--- src/rtl/keypad_scanner.sv ---
// 4x4 matrix keypad scanner: one-hot column drive, synchronised row sampling,
// frame-based press/release debounce and key-map decode of accepted keys.
module keypad_scanner #(
  parameter int unsigned SCAN_DIV        = 1000,
  parameter int unsigned DEBOUNCE_FRAMES = 8
) (
  input  logic       clk_i,
  input  logic       reset_i,
  input  logic [3:0] key_row_i,
  output logic [3:0] key_col_o,
  output logic [3:0] keyboard_row_o,
  output logic [3:0] keyboard_col_o,
  output logic [3:0] key_code_o,
  output logic       key_valid_o,
  output logic       key_held_o
);

  localparam int unsigned SLOT_W = (SCAN_DIV > 1) ? $clog2(SCAN_DIV) : 1;
  localparam int unsigned CNT_W  = $clog2(DEBOUNCE_FRAMES + 1);
  localparam logic [SLOT_W-1:0] SLOT_LAST = SLOT_W'(SCAN_DIV - 1);
  localparam logic [CNT_W-1:0]  CNT_FULL  = CNT_W'(DEBOUNCE_FRAMES);
  localparam logic [CNT_W-1:0]  CNT_ONE   = CNT_W'(1);
  localparam bit                DB_ONE    = (DEBOUNCE_FRAMES == 1);

  localparam logic [1:0] ST_IDLE     = 2'd0;
  localparam logic [1:0] ST_PRESS_DB = 2'd1;
  localparam logic [1:0] ST_PRESSED  = 2'd2;
  localparam logic [1:0] ST_REL_DB   = 2'd3;

  logic [3:0]        row_s1_q, row_s2_q;
  logic [SLOT_W-1:0] slot_q;
  logic [3:0]        col_q;
  logic              seen_q, multi_q;
  logic [3:0]        hit_row_q, hit_col_q;
  logic [1:0]        state_q, state_d;
  logic [3:0]        cand_row_q, cand_row_d, cand_col_q, cand_col_d;
  logic [CNT_W-1:0]  cnt_q, cnt_d, cnt_inc;
  logic [3:0]        code_q, code_d, krow_q, krow_d, kcol_q, kcol_d;
  logic              valid_q, valid_d, held_q, held_d;

  logic       tick, frame_end, slot_hit, slot_onehot;
  logic       f_none, f_multi, f_single, same_key, enter;
  logic [3:0] f_row, f_col;

  // Key map: (row one-hot, col one-hot) -> key value
  function automatic logic [3:0] decode(input logic [3:0] row, input logic [3:0] col);
    logic [3:0] val;
    case ({row, col})
      8'b0001_0001: val = 4'd1;
      8'b0001_0010: val = 4'd2;
      8'b0001_0100: val = 4'd3;
      8'b0001_1000: val = 4'd10;
      8'b0010_0001: val = 4'd4;
      8'b0010_0010: val = 4'd5;
      8'b0010_0100: val = 4'd6;
      8'b0010_1000: val = 4'd11;
      8'b0100_0001: val = 4'd7;
      8'b0100_0010: val = 4'd8;
      8'b0100_0100: val = 4'd9;
      8'b0100_1000: val = 4'd12;
      8'b1000_0001: val = 4'd14;
      8'b1000_0010: val = 4'd0;
      8'b1000_0100: val = 4'd15;
      8'b1000_1000: val = 4'd13;
      default:      val = 4'd0;
    endcase
    return val;
  endfunction

  assign tick        = (slot_q == SLOT_LAST);
  assign frame_end   = tick & col_q[3];
  assign slot_hit    = |row_s2_q;
  assign slot_onehot = ((row_s2_q & (row_s2_q - 4'd1)) == 4'd0);

  // Frame classification including the slot sampled on this tick
  assign f_none   = ~seen_q & ~slot_hit;
  assign f_multi  = multi_q | (slot_hit & (seen_q | ~slot_onehot));
  assign f_single = ~f_none & ~f_multi;
  assign f_row    = slot_hit ? row_s2_q : hit_row_q;
  assign f_col    = slot_hit ? col_q : hit_col_q;
  assign same_key = (f_row == cand_row_q) && (f_col == cand_col_q);
  assign cnt_inc  = (cnt_q == CNT_FULL) ? cnt_q : cnt_q + CNT_W'(1);

  // Two-stage synchroniser for the asynchronous row lines
  always_ff @(posedge clk_i or posedge reset_i) begin
    if (reset_i) begin
      row_s1_q <= 4'd0;
      row_s2_q <= 4'd0;
    end else begin
      row_s1_q <= key_row_i;
      row_s2_q <= row_s1_q;
    end
  end

  // Slot timer and column rotation
  always_ff @(posedge clk_i or posedge reset_i) begin
    if (reset_i) begin
      slot_q <= '0;
      col_q  <= 4'b0001;
    end else if (tick) begin
      slot_q <= '0;
      col_q  <= {col_q[2:0], col_q[3]};
    end else begin
      slot_q <= slot_q + SLOT_W'(1);
    end
  end

  // Per-frame accumulation of row hits, cleared when the frame is evaluated
  always_ff @(posedge clk_i or posedge reset_i) begin
    if (reset_i) begin
      seen_q    <= 1'b0;
      multi_q   <= 1'b0;
      hit_row_q <= 4'd0;
      hit_col_q <= 4'd0;
    end else if (frame_end) begin
      seen_q    <= 1'b0;
      multi_q   <= 1'b0;
      hit_row_q <= 4'd0;
      hit_col_q <= 4'd0;
    end else if (tick && slot_hit) begin
      seen_q    <= 1'b1;
      multi_q   <= multi_q | seen_q | ~slot_onehot;
      hit_row_q <= row_s2_q;
      hit_col_q <= col_q;
    end
  end

  // Debounce FSM and output register state
  always_ff @(posedge clk_i or posedge reset_i) begin
    if (reset_i) begin
      state_q    <= ST_IDLE;
      cand_row_q <= 4'd0;
      cand_col_q <= 4'd0;
      cnt_q      <= '0;
      code_q     <= 4'd0;
      krow_q     <= 4'd0;
      kcol_q     <= 4'd0;
      valid_q    <= 1'b0;
      held_q     <= 1'b0;
    end else begin
      state_q    <= state_d;
      cand_row_q <= cand_row_d;
      cand_col_q <= cand_col_d;
      cnt_q      <= cnt_d;
      code_q     <= code_d;
      krow_q     <= krow_d;
      kcol_q     <= kcol_d;
      valid_q    <= valid_d;
      held_q     <= held_d;
    end
  end

  // Next-state and registered-output logic; transitions only at frame end
  always_comb begin
    state_d    = state_q;
    cand_row_d = cand_row_q;
    cand_col_d = cand_col_q;
    cnt_d      = cnt_q;
    enter      = 1'b0;
    if (frame_end) begin
      case (state_q)
        ST_IDLE: begin
          if (f_single) begin
            cand_row_d = f_row;
            cand_col_d = f_col;
            cnt_d      = CNT_ONE;
            if (DB_ONE) begin
              state_d = ST_PRESSED;
              enter   = 1'b1;
            end else begin
              state_d = ST_PRESS_DB;
            end
          end
        end
        ST_PRESS_DB: begin
          if (f_single && same_key) begin
            cnt_d = cnt_inc;
            if (cnt_inc == CNT_FULL) begin
              state_d = ST_PRESSED;
              enter   = 1'b1;
            end
          end else if (f_single) begin
            cand_row_d = f_row;
            cand_col_d = f_col;
            cnt_d      = CNT_ONE;
          end else begin
            state_d = ST_IDLE;
            cnt_d   = '0;
          end
        end
        ST_PRESSED: begin
          if (f_none) begin
            cnt_d   = CNT_ONE;
            state_d = DB_ONE ? ST_IDLE : ST_REL_DB;
          end
        end
        ST_REL_DB: begin
          if (f_none) begin
            cnt_d = cnt_inc;
            if (cnt_inc == CNT_FULL) begin
              state_d = ST_IDLE;
              cnt_d   = '0;
            end
          end else begin
            state_d = ST_PRESSED;
            cnt_d   = '0;
          end
        end
        default: begin
          state_d = ST_IDLE;
          cnt_d   = '0;
        end
      endcase
    end

    code_d  = code_q;
    krow_d  = krow_q;
    kcol_d  = kcol_q;
    if (enter) begin
      code_d = decode(f_row, f_col);
      krow_d = f_row;
      kcol_d = f_col;
    end
    valid_d = enter;
    held_d  = (state_d == ST_PRESSED) || (state_d == ST_REL_DB);
  end

  assign key_col_o      = col_q;
  assign keyboard_row_o = krow_q;
  assign keyboard_col_o = kcol_q;
  assign key_code_o     = code_q;
  assign key_valid_o    = valid_q;
  assign key_held_o     = held_q;

endmodule

--- config.mk ---
export PLATFORM = sky130hd
export DESIGN_NAME = keypad_scanner
export DESIGN_NICKNAME = d
export VERILOG_FILES = /design/src/rtl/keypad_scanner.sv
export SDC_FILE = /design/constraint.sdc
export NUM_CORES = 1
export LEC_CHECK = 0
export CAP_MARGIN = 0
export CORE_ASPECT_RATIO = 1.2
export CORE_UTILIZATION = 30
export CTS_BUF_LIST = sky130_fd_sc_hd__clkbuf_4
export DETAILED_ROUTE_END_ITERATION = 7
export GPL_ROUTABILITY_DRIVEN = 1
export PLACE_DENSITY = 0.57
export SLEW_MARGIN = 10
export SYNTH_ARGS = -nofsm -noshare
export SYNTH_HDL_FRONTEND = slang
export SYNTH_SLANG_ARGS = --single-unit
--- constraint.sdc ---
create_clock -name clk_i -period 4.1 [get_ports clk_i]
set_clock_uncertainty 0.2 [all_clocks]
set_input_delay 0.82 -clock clk_i [delete_from_list [all_inputs] [get_ports clk_i]]
set_output_delay 0.82 -clock clk_i [all_outputs]
set_load 0.03 [all_outputs]
# After elaboration in Yosys (flattened, before gate mapping)
# Index checks and enable logic that the tools add are counted.
[classes] eq_ne=28 n_mul=0 bitwise=14 div_mod_pow=0 mux=39 order_cmp=0 n_reduce_logical=11 n_addsub=3 n_shift=0
[ops] operator="$mux W4" n=16
[ops] operator="$pmux W4 S15" n=1
[ops] operator="$eq A8 B5 Y1 const B" n=4
[ops] operator="$eq A8 B6 Y1 const B" n=4
[ops] operator="$eq A8 B7 Y1 const B" n=4
[ops] operator="$eq A8 B8 Y1 const B" n=3
[ops] operator="$mux W2" n=8
[ops] operator="$pmux W4 S2" n=2
[ops] operator="$pmux W4 S4" n=1
[ops] operator="$add A10 B1 Y10 const B" n=1
[ops] operator="$eq A10 B10 Y1 const B" n=1
[ops] operator="$mux W10" n=1
[ops] operator="$mux W1" n=9
[ops] operator="$eq A2 B2 Y1 const B" n=4
[ops] operator="$eq A4 B4 Y1" n=2
[ops] operator="$eq A4 B4 Y1 const B" n=2
[ops] operator="$pmux W2 S4" n=1
[ops] operator="$ne A2 B2 Y1 const B" n=3
[ops] operator="$reduce_and A3 Y1" n=2
[ops] operator="$not A1 Y1" n=5
[ops] operator="$add A4 B1 Y4 const B" n=1
[ops] operator="$and A1 B1 Y1" n=4
[ops] operator="$and A4 B4 Y4" n=1
[ops] operator="$logic_not A4 Y1" n=1
[ops] operator="8 further kinds" n=14
[totals] n_memories=0 ram_bits=0 mem_bits_ro=0 latch_bits=0 output_inout_bits=18 register_bits=60

# Depth between registers and ports, before layout
[logic_depth] ltp_word=15 mapped_depth=9

# Least setup slack after synthesis
# Ideal clock, no wire load.
[synth_timing] path_type="register to register" from="reg col_q[2], in the netlist key_col_o[2]" to="reg cand_col_q[0]" setup_ns=0.125 arrival_time_ns=2.366 required_ns=3.775 stages_incl_launch_ff=10 setup_slack_ns=1.409 cell_sequence="dfrtp_1 > buf_2 > xor2_1 > a2111o_1 > a222oi_1 > and4_1 > buf_4 > a211o_1 > buf_4 > mux2_2"
[synth_between] elab_chain_len=6
[synth_lines] element="start: declaration" line="32" text="logic [3:0] col_q;"
[synth_lines] element="start signal: assignment" line="102" text="col_q <= {col_q[2:0], col_q[3]};"
[synth_lines] element="$mux W4" line="80" text="assign f_col = slot_hit ? col_q : hit_col_q;"
[synth_lines] element="$eq A4 B4 Y1" line="81" text="assign same_key = (f_row == cand_row_q) && (f_col == cand_col_q);"
[synth_lines] element="$logic_and A1 B1 Y1" line="81"
[synth_lines] element="$logic_and A1 B1 Y1" line="176" text="if (f_single && same_key) begin"
[synth_lines] element="$ne A2 B2 Y1 (no line)"
[synth_lines] element="$reduce_and A3 Y1 (no line)"
[synth_lines] element="end signal: assignment" line="143" text="cand_col_q <= cand_col_d;"
[synth_lines] element="end: declaration" line="36" text="logic [3:0] cand_row_q, cand_row_d, cand_col_q, cand_col_d;"
# Every way passes these cells.
# A chain may end at the register's enable or synchronous reset.

# Final worst setup path
[layout_timing] from="reg row_s2_q[2]" to="reg cand_row_q[2]"
[layout_between] elab_chain_len=12 word_cells_on_any_way=24 classes_between="add/sub (1); eq/ne (3); mux (5); bitwise (10); reduce/logical (5)"
[layout_lines] element="start: declaration" line="30" text="logic [3:0] row_s1_q, row_s2_q;"
[layout_lines] element="start signal: assignment" line="91" text="row_s2_q <= row_s1_q;"
[layout_lines] element="$sub A4 B1 Y4" line="73" text="assign slot_onehot = ((row_s2_q & (row_s2_q - 4'd1)) == 4'd0);"
[layout_lines] element="$and A4 B4 Y4" line="73"
[layout_lines] element="$logic_not A4 Y1" line="73"
[layout_lines] element="$not A1 Y1" line="77" text="assign f_multi = multi_q | (slot_hit & (seen_q | ~slot_onehot));"
[layout_lines] element="$or A1 B1 Y1" line="77"
[layout_lines] element="$and A1 B1 Y1" line="77"
[layout_lines] element="$or A1 B1 Y1" line="77"
[layout_lines] element="$not A1 Y1" line="78" text="assign f_single = ~f_none & ~f_multi;"
[layout_lines] element="$and A1 B1 Y1" line="78"
[layout_lines] element="$mux W4 / $logic_and A1 B1 Y1 (equally long branches)" line="163, 182, 176"
[layout_lines] element="$mux W4 / $ne A2 B2 Y1 (equally long branches)"
[layout_lines] element="$pmux W4 S2 / $reduce_and A3 Y1 (equally long branches)"
[layout_lines] element="end signal: assignment" line="142" text="cand_row_q <= cand_row_d;"
[layout_lines] element="end: declaration" line="36"
# Several ways; a longest one is shown, not always the timed one. The select of a mux whose other input is x is not followed.

==> results.py <==
metrics = {
    "power": {
        "combPwrFrac": 0.041,
        "seqPwrFrac": 0.536,
        "p_int_mw": 0.8711,
        "swShare": 0.2269,
        "switchingPower_mw": 0.2556,
        "p_leak_nw": 1.617,
        "peakVddDrop_uv": 210.9,
        "p_clk_frac": 0.423,
        "cellPowerDensity_nw_per_um2": 299.2,
    },
    "route": {
        "wl_per_cell_um": 15.33,
        "routed_wl_mm": 7.265,
        "dr.pass1.iters": 4,
        "drc_errors": 0,
        "via_count": 2487,
        "vias_per_cell": 5.247,
        "drt_iter0_drc": 175,
        "ant_nets": 0,
    },
    "critical_path": {
        "startpoint_type": "register",
        "crit_type": "register to register",
        "crit_buf_inv": 1,
        "rrSetupSlack_ns": 1.01,
        "reg2regPathDepth": 7,
        "slowest_delay_ns": 0.55,
        "cp.arrival_ns": 3.19,
        "worst-path-stages": 7,
        "end_kind": "register",
        "slowest_stage": "or4_1",
        "path_common_cell": "a211o_1",
        "critPathTopFamily": "simple AND/OR/NAND/NOR gates",
        "worstPathMaxFanout": 17,
        "path_cells": "or4_1 -> buf_4 -> a211o_1 -> o21ai_0 -> and4_1 -> a211o_1 -> mux2_2",
        "cp.required_ns": 4.20,
    },
    "grt": {
        "grt_max_degree": 53,
        "antenna_found_initial": 0,
        "grt_pass1_vias": 2577,
        "grt-ovfl-total": 0,
        "grt_use_met2": 0.2289,
        "grtUsageMet1": 0.1715,
        "track_usage": 0.1400,
        "grt_pass1_wl_mm": 12.46,
        "grt.busiest_layer": "met2",
        "grt_use_met3": 0.04069,
    },
    "hold_path": {
        "holdCritPathClass": "register to register",
        "worstHoldPathCells": 0,
    },
    "sta": {
        "slew_violations": 0,
        "rsz0062_at_grt": "false",
        "holdWs_ns": 0.1549,
        "worstMarginPinSlew_ns": 1.021,
        "min_period_ns": 3.088,
        "relSlewSlack": 0.3106,
        "max_freq_mhz": 323.8,
        "setup_viol": 0,
        "setup_tns_ns": 0,
        "finalCritPeriodShare": 0.7532,
        "hold_viol": 0,
    },
    "finish": {
        "nFillCells": 1063,
        "n_antenna_cell": 0,
        "fin_area_um2": 3766,
        "instances_no_fill": 474,
        "area_growth_pct": 14.58,
        "multiInputGateArea_um2": 1625,
        "drive_above_1_share": 0.1507,
        "fin_nets": 349,
        "layout_commonest_cell": "dfrtp_1",
        "seq_area_um2": 1503,
        "layout_common_cells": "dfrtp_1, nand2_1, nor2_1",
    },
    "synth": {
        "ys_seq_area_frac": 0.4572,
        "synth.avg_cell_area_um2": 10.21,
        "synth_fp_nets": 331,
        "ys_async_sr_fraction": 1.000,
        "netlist_area_um2": 3287,
        "yosysWarnings": 0,
        "synth_cell_types": 65,
        "ys.flop_type": "dfrtp_1",
        "synth_seq_cells": 60,
        "syn_inst": 322,
        "synth_edf_count": 0,
    },
    "clock_tree": {
        "clockBufferDepth": 2,
        "root_buffer": "clkbuf_4",
        "numCtsBuffers": 9,
        "cts_tree": "built",
        "clk_pin_slew_ns": 0.10,
        "clk_latency_ns": 0.41,
        "h-tree-depth": 3,
        "post_cts_buffers": 0,
        "cts_resized": 0,
        "numClockSinks": 60,
        "ctsHoldBuffers": 0,
    },
    "placement": {
        "dp_hpwl_mm": 5.084,
        "place_area_um2": 3606,
        "gp_congestion": 0.8310,
        "dp.cells": 458,
        "port_buffers": 23,
    },
    "floorplanning": {
        "die_w_um": 97.55,
        "dieArea_um2": 11380,
        "num_io_pins": 24,
        "core_um2": 10570,
        "die_y_um": 116.7,
        "row_count": 41,
        "initial_core_util": 0.3110,
    },
    "outcome": {
        "status": "finished clean",
    },
    "job": {
        "cap_violations": 0,
    },
}
path summary, 6_finish.rpt:
kind / start / endpoint
max in group asynchronous: reset_i / key_code_o[2]$_DFFE_PP0P_
min in group asynchronous: reset_i / hit_row_q[1]$_DFFE_PP0P_
max reg2reg: row_s2_q[2]$_DFF_PP0_ / cand_row_q[2]$_DFFE_PP0P_
min: row_s1_q[3]$_DFF_PP0_ / row_s2_q[3]$_DFF_PP0_
max: row_s2_q[2]$_DFF_PP0_ / cand_row_q[2]$_DFFE_PP0P_
min reg2reg: row_s1_q[3]$_DFF_PP0_ / row_s2_q[3]$_DFF_PP0_
per-layer routing:
metal	up-vias	routed length, um
met4	0	154
met1	1213	3341
met3	16	312
li1	1199	-
met5	-	0
met2	59	3456
metrics by stage:
stage / total power, mW / util / setup WS, ns
floorplan: 0.6469 / - / 1.409
global placement: 0.6611 / 0.3412 / 1.098
detailed placement: 0.6620 / 0.3412 / 1.003
CTS: 1.143 / 0.3563 / 0.9959
global route: 1.178 / 0.3564 / 0.8033
finish: 1.127 / 0.3564 / 1.012
state kept, by name, indices dropped and copies added (netlist names):
name,flops
key_held_o,1
keyboard_col_o,4
hit_col_q,4
state_q,2
hit_row_q,4
row_s2_q,4
cand_row_q,4
key_code_o,4
key_col_o,4
slot_q,10
key_valid_o,1
row_s1_q,4
multi_q,1
seen_q,1
cand_col_q,4
cnt_q,4
keyboard_row_o,4
logic make-up after synthesis:
group,Yosys count,share of synthesized area
and+or+nand+nor,107,0.1747
AOI/OAI and AO/OA,77,0.1766
adders and majority gates,3,0.01142
buffers and inverters,34,0.04834
muxes,23,0.08375
DFF,60,0.4572
xor gates and xnor gates,18,0.04797
cell usage after synthesis, drive strengths merged (3+ instances only):
library cell | count | area (um2)
dfrtp | 59 | 1476
xnor2 | 9 | 78.83
a221oi | 4 | 41.29
ha | 3 | 37.54
mux2 | 18 | 225.2
mux2i | 5 | 50.05
nor4b | 10 | 87.58
or2 | 3 | 18.77
xor2 | 9 | 78.83
inv | 13 | 48.80
o21ai | 25 | 125.1
clkbuf | 10 | 37.54
a21oi | 7 | 35.03
a22o | 7 | 61.31
buf | 10 | 62.55
o211ai | 3 | 22.52
nor2 | 26 | 97.59
or3 | 5 | 31.28
nand3 | 9 | 57.56
nor3 | 7 | 40.04
nand2b | 3 | 18.77
and2 | 4 | 25.02
nand2 | 27 | 101.4
nor4 | 4 | 31.28
power groups by stage:
stage / clock (mW) / sequential (mW) / combinational, mW
6_report: 0.477 / 0.603 / 0.0462
5_1_grt: 0.520 / 0.605 / 0.0533
4_1_cts: 0.492 / 0.603 / 0.0473
3_5_place_dp: 0 / 0.615 / 0.0472
3_3_place_gp: 0 / 0.615 / 0.0465
2_1_floorplan: 0 / 0.609 / 0.0377
layout make-up:
class / instances / area share
multi-input cells: 228 / 0.4316
flip-flops and latches: 60 / 0.3990
repair buffers: 28 / 0.07110
clock buffers: 11 / 0.02193
inverters: 13 / 0.01329
clock inverters: 5 / 0.02027
well taps: 129 / 0.04286
No activity file was read; power rests on OpenSTA's default activity.
